<file path="config.mk">
export PLATFORM = sky130hd
export DESIGN_NAME = weight_fetch_sched
export DESIGN_NICKNAME = d
export VERILOG_FILES = /design/src/rtl/weight_fetch_sched.sv
export SDC_FILE = /design/constraint.sdc
export NUM_CORES = 1
export LEC_CHECK = 0
export CAP_MARGIN = 20
export CORE_AREA = 2 2 374 376
export CTS_BUF_LIST = sky130_fd_sc_hd__clkbuf_4
export DETAILED_ROUTE_END_ITERATION = 10
export DIE_AREA = 0 0 376 378
export GPL_TIMING_DRIVEN = 0
export PLACE_DENSITY_LB_ADDON = 0.2
export SLEW_MARGIN = 20
export SYNTH_ARGS = -nofsm -noshare
export SYNTH_HDL_FRONTEND = slang
export SYNTH_SLANG_ARGS = --single-unit
</file>
<file path="constraint.sdc">
create_clock -name clk -period 6.7 [get_ports clk]
set_clock_uncertainty 0.15 [all_clocks]
set_input_delay 1.34 -clock clk [delete_from_list [all_inputs] [get_ports clk]]
set_output_delay 1.34 -clock clk [all_outputs]
set_load 0.02 [all_outputs]
</file>
<file path="src/rtl/weight_fetch_sched.sv">
// Weight fetch scheduler: streams a layer's 3x3 kernels from the weight ROM in groups of NUM_MAC slots.
// Group ready NUM_MAC+2 cycles after start/next; the held group stays stable until the consumer pulses i_next.
module weight_fetch_sched #(
  parameter int KERNEL_WIDTH = 72,
  parameter int NUM_MAC      = 12,
  parameter int BUFF_ADDR_W  = 12
) (
  input  logic                             clk,
  input  logic                             rstn,
  input  logic                             i_start,
  input  logic [1:0]                       i_layer,
  input  logic                             i_next,
  output logic                             o_rom_cs,
  output logic [BUFF_ADDR_W-1:0]           o_rom_addr,
  input  logic [KERNEL_WIDTH-1:0]          i_rom_rdata,
  output logic [NUM_MAC*KERNEL_WIDTH-1:0]  o_kernel,
  output logic                             o_kernel_vld,
  output logic                             o_busy,
  output logic                             o_done
);

  localparam int SLOT_W = (NUM_MAC > 1) ? $clog2(NUM_MAC) : 1;
  localparam int GRP_W  = $clog2(NUM_MAC + 1);
  localparam int CNT_W  = 12;

  typedef enum logic [1:0] {
    IDLE  = 2'd0,
    FETCH = 2'd1,
    DRAIN = 2'd2,
    HOLD  = 2'd3
  } state_t;

  state_t                          state_q;
  logic [CNT_W-1:0]                base_q;
  logic [CNT_W-1:0]                count_q;
  logic [CNT_W-1:0]                word_cnt_q;
  logic [GRP_W-1:0]                grp_cnt_q;
  logic                            cs_q;
  logic [BUFF_ADDR_W-1:0]          addr_q;
  logic [SLOT_W-1:0]               rd_slot_q;
  logic [SLOT_W-1:0]               pend_slot_q;
  logic                            rd_pend_q;
  logic [NUM_MAC*KERNEL_WIDTH-1:0] kernel_q;
  logic                            vld_q;
  logic                            done_q;

  logic [CNT_W-1:0]                layer_base_d;
  logic [CNT_W-1:0]                layer_count_d;
  logic                            layer_ok_d;
  logic [CNT_W-1:0]                fetch_addr_d;
  logic                            issue_d;

  always_comb begin
    layer_base_d  = '0;
    layer_count_d = '0;
    layer_ok_d    = 1'b1;
    case (i_layer)
      2'd0:    begin layer_base_d = 12'd0;   layer_count_d = 12'd48;   end
      2'd1:    begin layer_base_d = 12'd48;  layer_count_d = 12'd512;  end
      2'd2:    begin layer_base_d = 12'd560; layer_count_d = 12'd2048; end
      default: layer_ok_d = 1'b0;
    endcase
  end

  assign fetch_addr_d = base_q + word_cnt_q;
  // A group ends either when all slots are issued or the layer runs out of words.
  assign issue_d      = (grp_cnt_q < GRP_W'(NUM_MAC)) && (word_cnt_q < count_q);

  always_ff @(posedge clk or negedge rstn) begin
    if (!rstn) begin
      state_q     <= IDLE;
      base_q      <= '0;
      count_q     <= '0;
      word_cnt_q  <= '0;
      grp_cnt_q   <= '0;
      cs_q        <= 1'b0;
      addr_q      <= '0;
      rd_slot_q   <= '0;
      pend_slot_q <= '0;
      rd_pend_q   <= 1'b0;
      kernel_q    <= '0;
      vld_q       <= 1'b0;
      done_q      <= 1'b0;
    end else begin
      done_q      <= 1'b0;
      rd_pend_q   <= cs_q;
      pend_slot_q <= rd_slot_q;
      case (state_q)
        IDLE: begin
          if (i_start && layer_ok_d) begin
            base_q     <= layer_base_d;
            count_q    <= layer_count_d;
            word_cnt_q <= '0;
            grp_cnt_q  <= '0;
            kernel_q   <= '0;
            state_q    <= FETCH;
          end
        end
        FETCH: begin
          if (issue_d) begin
            cs_q       <= 1'b1;
            addr_q     <= BUFF_ADDR_W'(fetch_addr_d);
            rd_slot_q  <= SLOT_W'(grp_cnt_q);
            word_cnt_q <= word_cnt_q + CNT_W'(1);
            grp_cnt_q  <= grp_cnt_q + GRP_W'(1);
          end else begin
            cs_q    <= 1'b0;
            state_q <= DRAIN;
          end
        end
        DRAIN: begin
          vld_q   <= 1'b1;
          state_q <= HOLD;
        end
        HOLD: begin
          if (i_next) begin
            vld_q <= 1'b0;
            if (word_cnt_q < count_q) begin
              grp_cnt_q <= '0;
              kernel_q  <= '0;
              state_q   <= FETCH;
            end else begin
              done_q  <= 1'b1;
              state_q <= IDLE;
            end
          end
        end
        default: state_q <= IDLE;
      endcase
      // ROM data lands one cycle after its chip-select cycle; steer it to the slot it was issued for.
      for (int k = 0; k < NUM_MAC; k++) begin
        if (rd_pend_q && (pend_slot_q == SLOT_W'(k))) begin
          kernel_q[k*KERNEL_WIDTH +: KERNEL_WIDTH] <= i_rom_rdata;
        end
      end
    end
  end

  assign o_rom_cs     = cs_q;
  assign o_rom_addr   = addr_q;
  assign o_kernel     = kernel_q;
  assign o_kernel_vld = vld_q;
  assign o_busy       = (state_q != IDLE);
  assign o_done       = done_q;

endmodule

</file>
; Yosys cells after proc, flatten, opt, wreduce, memory -nomap -nowiden
; Cells that the tools add are included.
[totals]
ram_bits = 0
latch_bits = 0
reg_bits = 930
elab_cells = 176
romBits = 0
memories = 0
[classes]
add_sub_neg = 3
div_mod_pow = 0
shifts = 0
muxes = 38
magnitude_cmp = 2
n_eq_ne = 57
bitwise_logic = 0
n_reduce_logical = 52
multipliers = 0
[ops]
columns = operator, n
row1 = 864-bit two-way mux, 3
row2 = 864-bit case mux with 2 select lines, 1
row3 = 72-bit two-way mux, 12
row4 = 3-bit != test (second input constant), 36
row5 = 4-bit AND reduction, 12
row6 = 3-bit nonzero test, 13
row7 = 12-bit case mux with 3 select lines, 1
row8 = 12-bit two-way mux, 2
row9 = 12-bit case mux with 2 select lines, 1
row10 = 10-bit case mux with 2 select lines, 1
row11 = 4-bit by 3-bit == test with 1-bit output (second input constant), 4
row12 = 4-bit == test (second input constant), 4
row13 = 4-bit two-way mux, 4
row14 = 1-bit logical AND, 14
row15 = 12-bit by 1-bit adder with 12-bit output (second input constant), 1
row16 = 12-bit adder, 1
row17 = 12-bit less-than comparator, 1
row18 = 4-bit case mux with 3 select lines, 1
row19 = 2-bit != test (second input constant), 5
row20 = 4-bit by 2-bit == test with 1-bit output (second input constant), 2
row21 = 2-bit case mux with 4 select lines, 1
row22 = 1-bit two-way mux, 7
row23 = 2-bit == test (second input constant), 3
row24 = 2-bit two-way mux, 3
row25 = 12 further kinds, 19

; Depth between registers and ports, before layout
; Gate-level depths: netlist (run 1).
[depth]
depth_word = 7
mapped_depth = 9

; Worst setup path before layout (run 1)
; OpenSTA, ideal clock, no wires.
[synth_path]
path_type = input to register
from = in i_layer[0]
to = reg kernel_q[100], in the netlist o_kernel[100]
cell_stages = 7
arrival_time_ps = 2535
n_path_buf = 2
setup_slack_ps = 3887
cell_sequence = ha_1 -> nor2b_1 -> o21ai_1 -> a21oi_2 -> buf_2 -> buf_2 -> o21ai_0
[synth_between]
elab_chain_len = 6
elab_cells_between_ends = 8
classes_between = 3 x eq/ne / 1 x mux / 4 x reduce/logical
[synth_lines]
columns = item, line_no
row1 = "start, declared", 11  ; input logic [1:0] i_layer,
row2 = "2-bit == test, or another cell as far along", 57  ; case (i_layer)
row3 = 3-bit OR reduction (no source line) (*), -
row4 = 1-bit two-way mux (*), 57
row5 = 1-bit logical AND (*), 90  ; if (i_start && layer_ok_d) begin
row6 = 3-bit != test (no source line) (*), -
row7 = 4-bit AND reduction (no source line) (*), -
row8 = "end signal, assigned by index", 133  ; kernel_q[k*KERNEL_WIDTH +: KERNEL_WIDTH] <= i_rom_rdata;
row9 = "end, declared", 43  ; logic [NUM_MAC*KERNEL_WIDTH-1:0] kernel_q;
; Mark *: on every way between the ends. The rest lies on a longest branch, timed or not.
; A chain may end at the register's enable or synchronous reset.

; Worst setup path after layout (run 1)
[layout_path]
from = reg state_q[0]
to = out o_busy
[layout_between]
elab_chain_len = 1
[layout_lines]
columns = item, line_no
row1 = "start, declared", 33  ; state_t state_q;
row2 = "start signal, assigned", 71  ; state_q <= IDLE;
row3 = "start signal, assigned", 96  ; state_q <= FETCH;
row4 = "start signal, assigned", 108  ; state_q <= DRAIN;
row5 = 2-bit nonzero test, 143  ; assign o_busy = (state_q != IDLE);
row6 = "end, declared", 18  ; output logic o_busy,
; Every way passes these cells.

==> results of run 1 <==
## Yosys cell counts, drive strengths merged (5+ instances only)
cell	number	share of area (%)
buf	95	1.3
o21ai	880	12
nor2	20	0.21
mux2i	13	0.36
nand2	1770	18
nor3	5	0.096
clkbuf	255	2.6
nand4	8	0.14
ha	16	0.55
nand2b	16	0.27
nand3	8	0.11
dfrtp	910	62
mux2	9	0.28
inv	19	0.20
a21oi	16	0.23
## metal layers
| metal | vias up | wire, um | GRT usage, % | part of all wire (%) |
|---|---|---|---|---|
| met2 | 1598 | 87800 | 41.2 | 46 |
| met3 | 323 | 16100 | 7.92 | 8.5 |
| met5 | - | 75 | 0 | 0.040 |
| met4 | 10 | 7470 | 10.5 | 3.9 |
| li1 | 15800 | - | - | - |
| met1 | 17700 | 78200 | 32.7 | 41 |
## worst max-delay path: cells and delay by family, from the launching register on
| family | cells | cell delay (ns) |
|---|---|---|
| flip-flops | 1 | 0.44 |
| adder cells (fa/ha/maj) | 1 | 0.32 |
| buffers and inverters | 3 | 0.93 |
## state kept, by name (all words and copies together) (netlist names), 2 cells and up
name         cells
o_kernel       864
pend_slot_q      4
rd_slot_q        4
count_q          2
state_q          2
grp_cnt_q        4
o_rom_addr      12
base_q           2
word_cnt_q      12
## worst paths after layout
check | to | depth (start not counted)
min in group asynchronous | o_kernel[35] | 2
max in group asynchronous | o_kernel[580] | 5
min | pend_slot_q[1] | 0
max | o_busy | 4
min reg2reg | pend_slot_q[1] | 0
max reg2reg | o_kernel[294] | 7
## cells by family (layout without fill, tap and decap cells)
kind of cell | after synthesis | count (layout) | synth area share, %
flops | 910 | 910 | 62.4
fa+ha+maj | 17 | 17 | 0.603
compound gates | 914 | 914 | 12.7
buf+inv | 369 | 1788 | 4.12
simple gates | 1847 | 1847 | 19.4
xor+xnor | 6 | 6 | 0.144
mux | 22 | 22 | 0.634
other cells | 0 | 19 | 0
## stage by stage
step / setup WS [ns] / area, um^2 / utilization (%)
final: 2.26 / 52100 / 37.6
after detailed placement: 1.94 / 48900 / 35.3
after floorplan: 3.89 / 36500 / -
after CTS: 2.06 / 52100 / 37.6
after global routing: 2.01 / 52100 / 37.6
after global placement: -40.60 / 48300 / 34.9
## cells in the final DEF (no fill, tap or decap), drive strengths merged, types with 5 or more instances in the layout
master	count
clkinv	41
a21oi	16
dfrtp	910
buf	114
nor3	5
mux2i	13
nor2	20
nand2b	16
nand4	8
nand3	8
inv	25
clkbuf	650
nand2	1770
ha	16
clkdlybuf4s50	956
o21ai	880
mux2	9
diode	19
## final cells by class
type / instances / share of cell area [%]
antenna: 19 / 0.0912
buffer: 350 / 2.75
clock buffer: 395 / 5.69
clock inverter: 48 / 0.406
inverter: 19 / 0.137
multi-input combinational: 2806 / 23.7
sequential: 910 / 43.7
tap: 1807 / 4.34
timing repair buffer: 976 / 19.3
## report_power, final
part           internal [mW]  leakage, nW  total (mW)  switching [mW]
registers               6.13         12.6        6.53           0.398
logic                   1.86         7.42        6.87            5.00
clock network           2.72         1.93        5.25            2.53
total                   10.7         21.9        18.7            7.94
==> summary.md, run 1 <==
| Metric | Value |
|---|---|
| Status | complete, no violations |
| CP cell instances | inv_1 > ha_1 > inv_1 > clkdlybuf4s50_1 |
| Core area | 139000 um^2 |
| DRT antenna net count | 0 |
| Fraction of layout cells with a size suffix above 1 | 10.2% |
| Avg Inst Size Synth | 8.93 um^2 |
| # fillers | 14400 |
| Final Power | 18.7 mW |
| Yosys Warn Count | 0 |
| Die H | 378 um |
| Power per Cell Area | 358 nW/um^2 |
| Synth-to-Final Area Change | 42.9% |
| Vias in the first global route | 34400 |
| Die ar. | 142000 um^2 |
| Hold Vio Cnt, Final | 0 |
| CTS tree | yes |
| Post-CTS setup buffer count | 0 |
| Num Clock Sinks | 910 |
| First-pass GRT wire length | 262 mm |
| Port bufs | 957 |
| Clk buf depth | 4 |
| Clk root buf | clkbuf_4 |
| DRC violations left | 0 |
| DR pass1 iterations | 5 |
| Fin cells | 7330 |
| Post-cts resize count | 0 |
| Overflow after GRT | 0 |
| Crit end category | output pin |
| Setup TNS | 0 ns |
| Core Rows | 137 |
| Asr flop ratio synth | 100% |
| I/O pins | 958 |
| Fin crit period | 4.44 ns |
| R2r setup slk | 2.91 ns |
| Synthesized instance count | 4085 |
| Final setup fails | 0 |
| Synthesized area | 36500 um^2 |
| Register area | 22800 um^2 |
| Placed Cells incl. Taps | 6867 |
| Flops & latches, synth | 910 |
| Max stage delay cell, worst path | clkdlybuf4s50_1 |
| Hold buffers post-CTS | 1 |
| Die width | 376 um |
| Via count | 35400 |
| EDFF count, synth | 0 |
| 1st-iter DRT viols | 2971 |
| Worst Setup SP | state_q[0] |
| Leakage power | 21.9 nW |
| Synth Net Count | 4180 |
| Crit-path max FO | 6 |
| CTS Buf Count | 285 |
| Worst-skew pair later-pin latency | 1.27 ns |
| MaxCap Viol Count | 0 |
| Worst min path class | reg -> reg |
| Final Cycle Share | 66.3% |
| DR vias/cell | 4.83 |
| CTS H-tree depth | 5 |
| Top cell by count, worst path | inv_1 |
| Multi-input gate area | 12300 um^2 |
| Worst-margin pin slew | 1.14 ns |
| Post-synth top flop | dfrtp_1 |
| Layout Nets | 5443 |
| Largest net degree at the start of global routing | 140 |
| CP Data Arrival Time | 2.95 ns |
| Critical R2R Launch | word_cnt_q[5] |
| Overall routed net length | 190 mm |
| Netlist cell types | 43 |
| Placer Congestion | 0.866 |
| Max incr delay on CP | 0.66 ns |
| Hold_ws | 0.228 ns |
| WP data required | 5.21 ns |
| Seq/Total Area, Yosys | 62.4% |
| Final Max Tran Viols | 0 |
| WL/cell | 25.9 um |
| DPL Wire Length | 137 mm |
| VDD IR max | 0.233 mV |
| Rel. slew slack | 23.6% |
| Initial core utilization | 26.3% |
| Setup crit start kind | flip-flop |
| Achievable Freq | 225 MHz |
| Overall global routing resource usage | 25.9% |
| Initial antenna violation count | 18 |
| Unrepaired setup endpoints after global routing | no |
| Critical path class | reg -> out |
| Worst hold start | rd_slot_q[1] |
| Clock-pin slew on the worst setup and hold paths | 0.06 ns |
(Power assumes the default switching activity.)
==> run 2: changes to the inputs <==
==> constraint.sdc (replaced) <==
create_clock -name clk -period 4.1 [get_ports clk]
set_clock_uncertainty 0.15 [all_clocks]
set_input_delay 0.82 -clock clk [delete_from_list [all_inputs] [get_ports clk]]
set_output_delay 0.82 -clock clk [all_outputs]
set_load 0.02 [all_outputs]
==> summary.md, run 2 (synthesized netlist as in run 1, its figures left out) <==
| Metric | Value |
|---|---|
| Worst-skew pair later-pin latency | 1.26 ns (was 1.27 ns) |
| Die width | 376 um (unchanged) |
| DRT antenna net count | 0 (unchanged) |
| WP data required | 5.01 ns (was 5.21 ns) |
| Fin crit period | 3.80 ns |
| Via count | 35700 (was 35400) |
| Critical path class | reg -> reg (was reg -> out) |
| Num Clock Sinks | 910 (unchanged) |
| Vias in the first global route | 34700 (was 34400) |
| VDD IR max | 0.386 mV (was 0.233 mV) |
| Final setup fails | 0 (unchanged) |
| CTS tree | yes (unchanged) |
| Leakage power | 22.2 nW (was 21.9 nW) |
| MaxCap Viol Count | 0 (unchanged) |
| Final Max Tran Viols | 0 (unchanged) |
| 1st-iter DRT viols | 3014 (was 2971) |
| Most frequent cells in the layout | 1763 x nand2_1, 955 x clkdlybuf4s50_1, 910 x dfrtp_1 (was 1763 x nand2_1, 956 x clkdlybuf4s50_1, 910 x dfrtp_1) |
| DPL Wire Length | 137 mm (unchanged) |
| WL/cell | 25.7 um (was 25.9 um) |
| First-pass GRT wire length | 263 mm (was 262 mm) |
| Largest net degree at the start of global routing | 140 (unchanged) |
| Max stage delay cell, worst path | buf_2 (was clkdlybuf4s50_1) |
| Layout Nets | 5510 (was 5443) |
| Power per Cell Area | 578 nW/um^2 (was 358 nW/um^2) |
| Crit-path max FO | 11 (was 6) |
| CTS Buf Count | 285 (unchanged) |
| Initial antenna violation count | 17 (was 18) |
| Die H | 378 um (unchanged) |
| DRC violations left | 0 (unchanged) |
| Clk root buf | clkbuf_4 (unchanged) |
| Multi-input gate area | 12300 um^2 (unchanged) |
| Clock-pin slew on the worst setup and hold paths | 0.07 ns (was 0.06 ns) |
| Fraction of layout cells with a size suffix above 1 | 10.1% (was 10.2%) |
| R2R depth | 7 (unchanged) |
| Rel. slew slack | 16.3% (was 23.6%) |
| Status | complete, no violations (unchanged) |
| Worst-margin pin slew | 1.25 ns (was 1.14 ns) |
| Core area | 139000 um^2 (unchanged) |
| Top cell by count, worst path | buf_2 (was inv_1) |
| Leading cell type in the layout, fill and taps excluded | nand2_1 (unchanged) |
| Die ar. | 142000 um^2 (unchanged) |
| Setup crit start kind | flip-flop (unchanged) |
| Placer Congestion | 0.866 (unchanged) |
| Hold_ws | 0.216 ns (was 0.228 ns) |
| Number of flip-flops in the largest register | 864 (unchanged) |
| Port bufs | 957 (unchanged) |
| # fillers | 14300 (was 14400) |
| Crit end category | flip-flop (was output pin) |
| Worst min path class | in -> reg (was reg -> reg) |
| Initial core utilization | 26.3% (unchanged) |
| Core Rows | 137 (unchanged) |
| Achievable Freq | 263 MHz |
| Clk buf depth | 4 (unchanged) |
| Final Power | 30.5 mW (was 18.7 mW) |
| Fin cells | 7398 (was 7330) |
| Overall routed net length | 190 mm (about the same) |
| Worst Hold Depth | 3 (was 0) |
| CP Data Arrival Time | 4.71 ns (was 2.95 ns) |
| Layout Utilization | 38.1% (was 37.6%) |
| I/O pins | 958 (unchanged) |
| DR pass1 iterations | 5 (unchanged) |
| Unrepaired setup endpoints after global routing | no (unchanged) |
| Hold Vio Cnt, Final | 0 (unchanged) |
| Final Cycle Share | 92.6% |
| Overflow after GRT | 0 (unchanged) |
| Max incr delay on CP | 0.68 ns (was 0.66 ns) |
| CTS H-tree depth | 5 (unchanged) |
| CP cell instances | ha_1 > a2111oi_2 > o211ai_1 > a21oi_2 > buf_2 > buf_2 > o21ai_0 (was inv_1 > ha_1 > inv_1 > clkdlybuf4s50_1) |
| DR vias/cell | 4.82 (was 4.83) |
| Register area | 22800 um^2 (unchanged) |
| Synth-to-Final Area Change | 44.8% (was 42.9%) |
| Placed Cells incl. Taps | 6867 (unchanged) |
| Overall global routing resource usage | 26.0% (was 25.9%) |
## run 2: changes by cell type in the layout (fill, tap and decap cells not counted), sizes merged
cell / previous run / this run
dlygate4sd2: 0 / 1
diode: 19 / 20
clkdlybuf4s50: 956 / 955
buf: 114 / 115
dlygate4sd3: 1 / 67
## run 2: worst paths after layout
check                                 end  slack (ns)       startpoint
max in group asynchronous   o_kernel[656]        1.26             rstn
min                         o_kernel[266]        0.22  i_rom_rdata[50]
min in group asynchronous   o_kernel[319]        0.61             rstn
max reg2reg                 o_kernel[294]        0.30    word_cnt_q[5]
min reg2reg                pend_slot_q[1]        0.23     rd_slot_q[1]
max                         o_kernel[294]        0.30    word_cnt_q[5]
## run 2: what timing repair did
item / CTS / global route
resized for setup: 1 / 0
endpoints found under the setup margin: 1 / 0
hold buffers: 68 / 0
hold endpoints to repair: 550 / 0
buffers inserted: 0 / 0
## run 2: where the power goes
part | internal (mW) | total (mW) | switching, mW
logic | 3.09 | 11.3 | 8.18
registers | 10.0 | 10.7 | 0.651
clock network | 4.44 | 8.58 | 4.14
total | 17.5 | 30.5 | 13.0
## run 2: final cells by class
| cell class | instances | share of cell area (%) |
|---|---|---|
| flip-flops and latches | 910 | 43.1 |
| multi-input cells | 2806 | 23.4 |
| repair buffers | 1043 | 20.3 |
| clock buffers | 395 | 5.61 |
| well taps | 1807 | 4.28 |
| plain buffers | 350 | 2.72 |
| clock inverters | 48 | 0.400 |
| inverters | 19 | 0.135 |
| diodes | 20 | 0.0947 |
## run 2: per-layer routing
| layer | part of all wire (%) | vias up | track usage (%) |
|---|---|---|---|
| li1 | - | 15900 | - |
| met1 | 41 | 17800 | 32.9 |
| met2 | 46 | 1582 | 41.3 |
| met3 | 8.2 | 320 | 7.73 |
| met4 | 3.9 | 6 | 10.5 |
| met5 | 0.024 | - | 0 |
## run 2: per-stage QoR
step	instance area [um^2]	setup WS, ns	TNS, ns
after floorplan	36500	1.77	0
after global placement	48300	-42.68	-
after detailed placement	48900	-0.142	-2.35
after CTS	52800	0.250	0
after global routing	52800	0.214	0
final	52800	0.302	0
## run 2: critical path, delay by kind of cell, from the launching register on
family                     cells  cell delay [ns]
AOI/OAI and AO/OA              4             1.40
adders and majority gates      1             0.32
DFF                            1             0.45
buffers and inverters          2             1.21
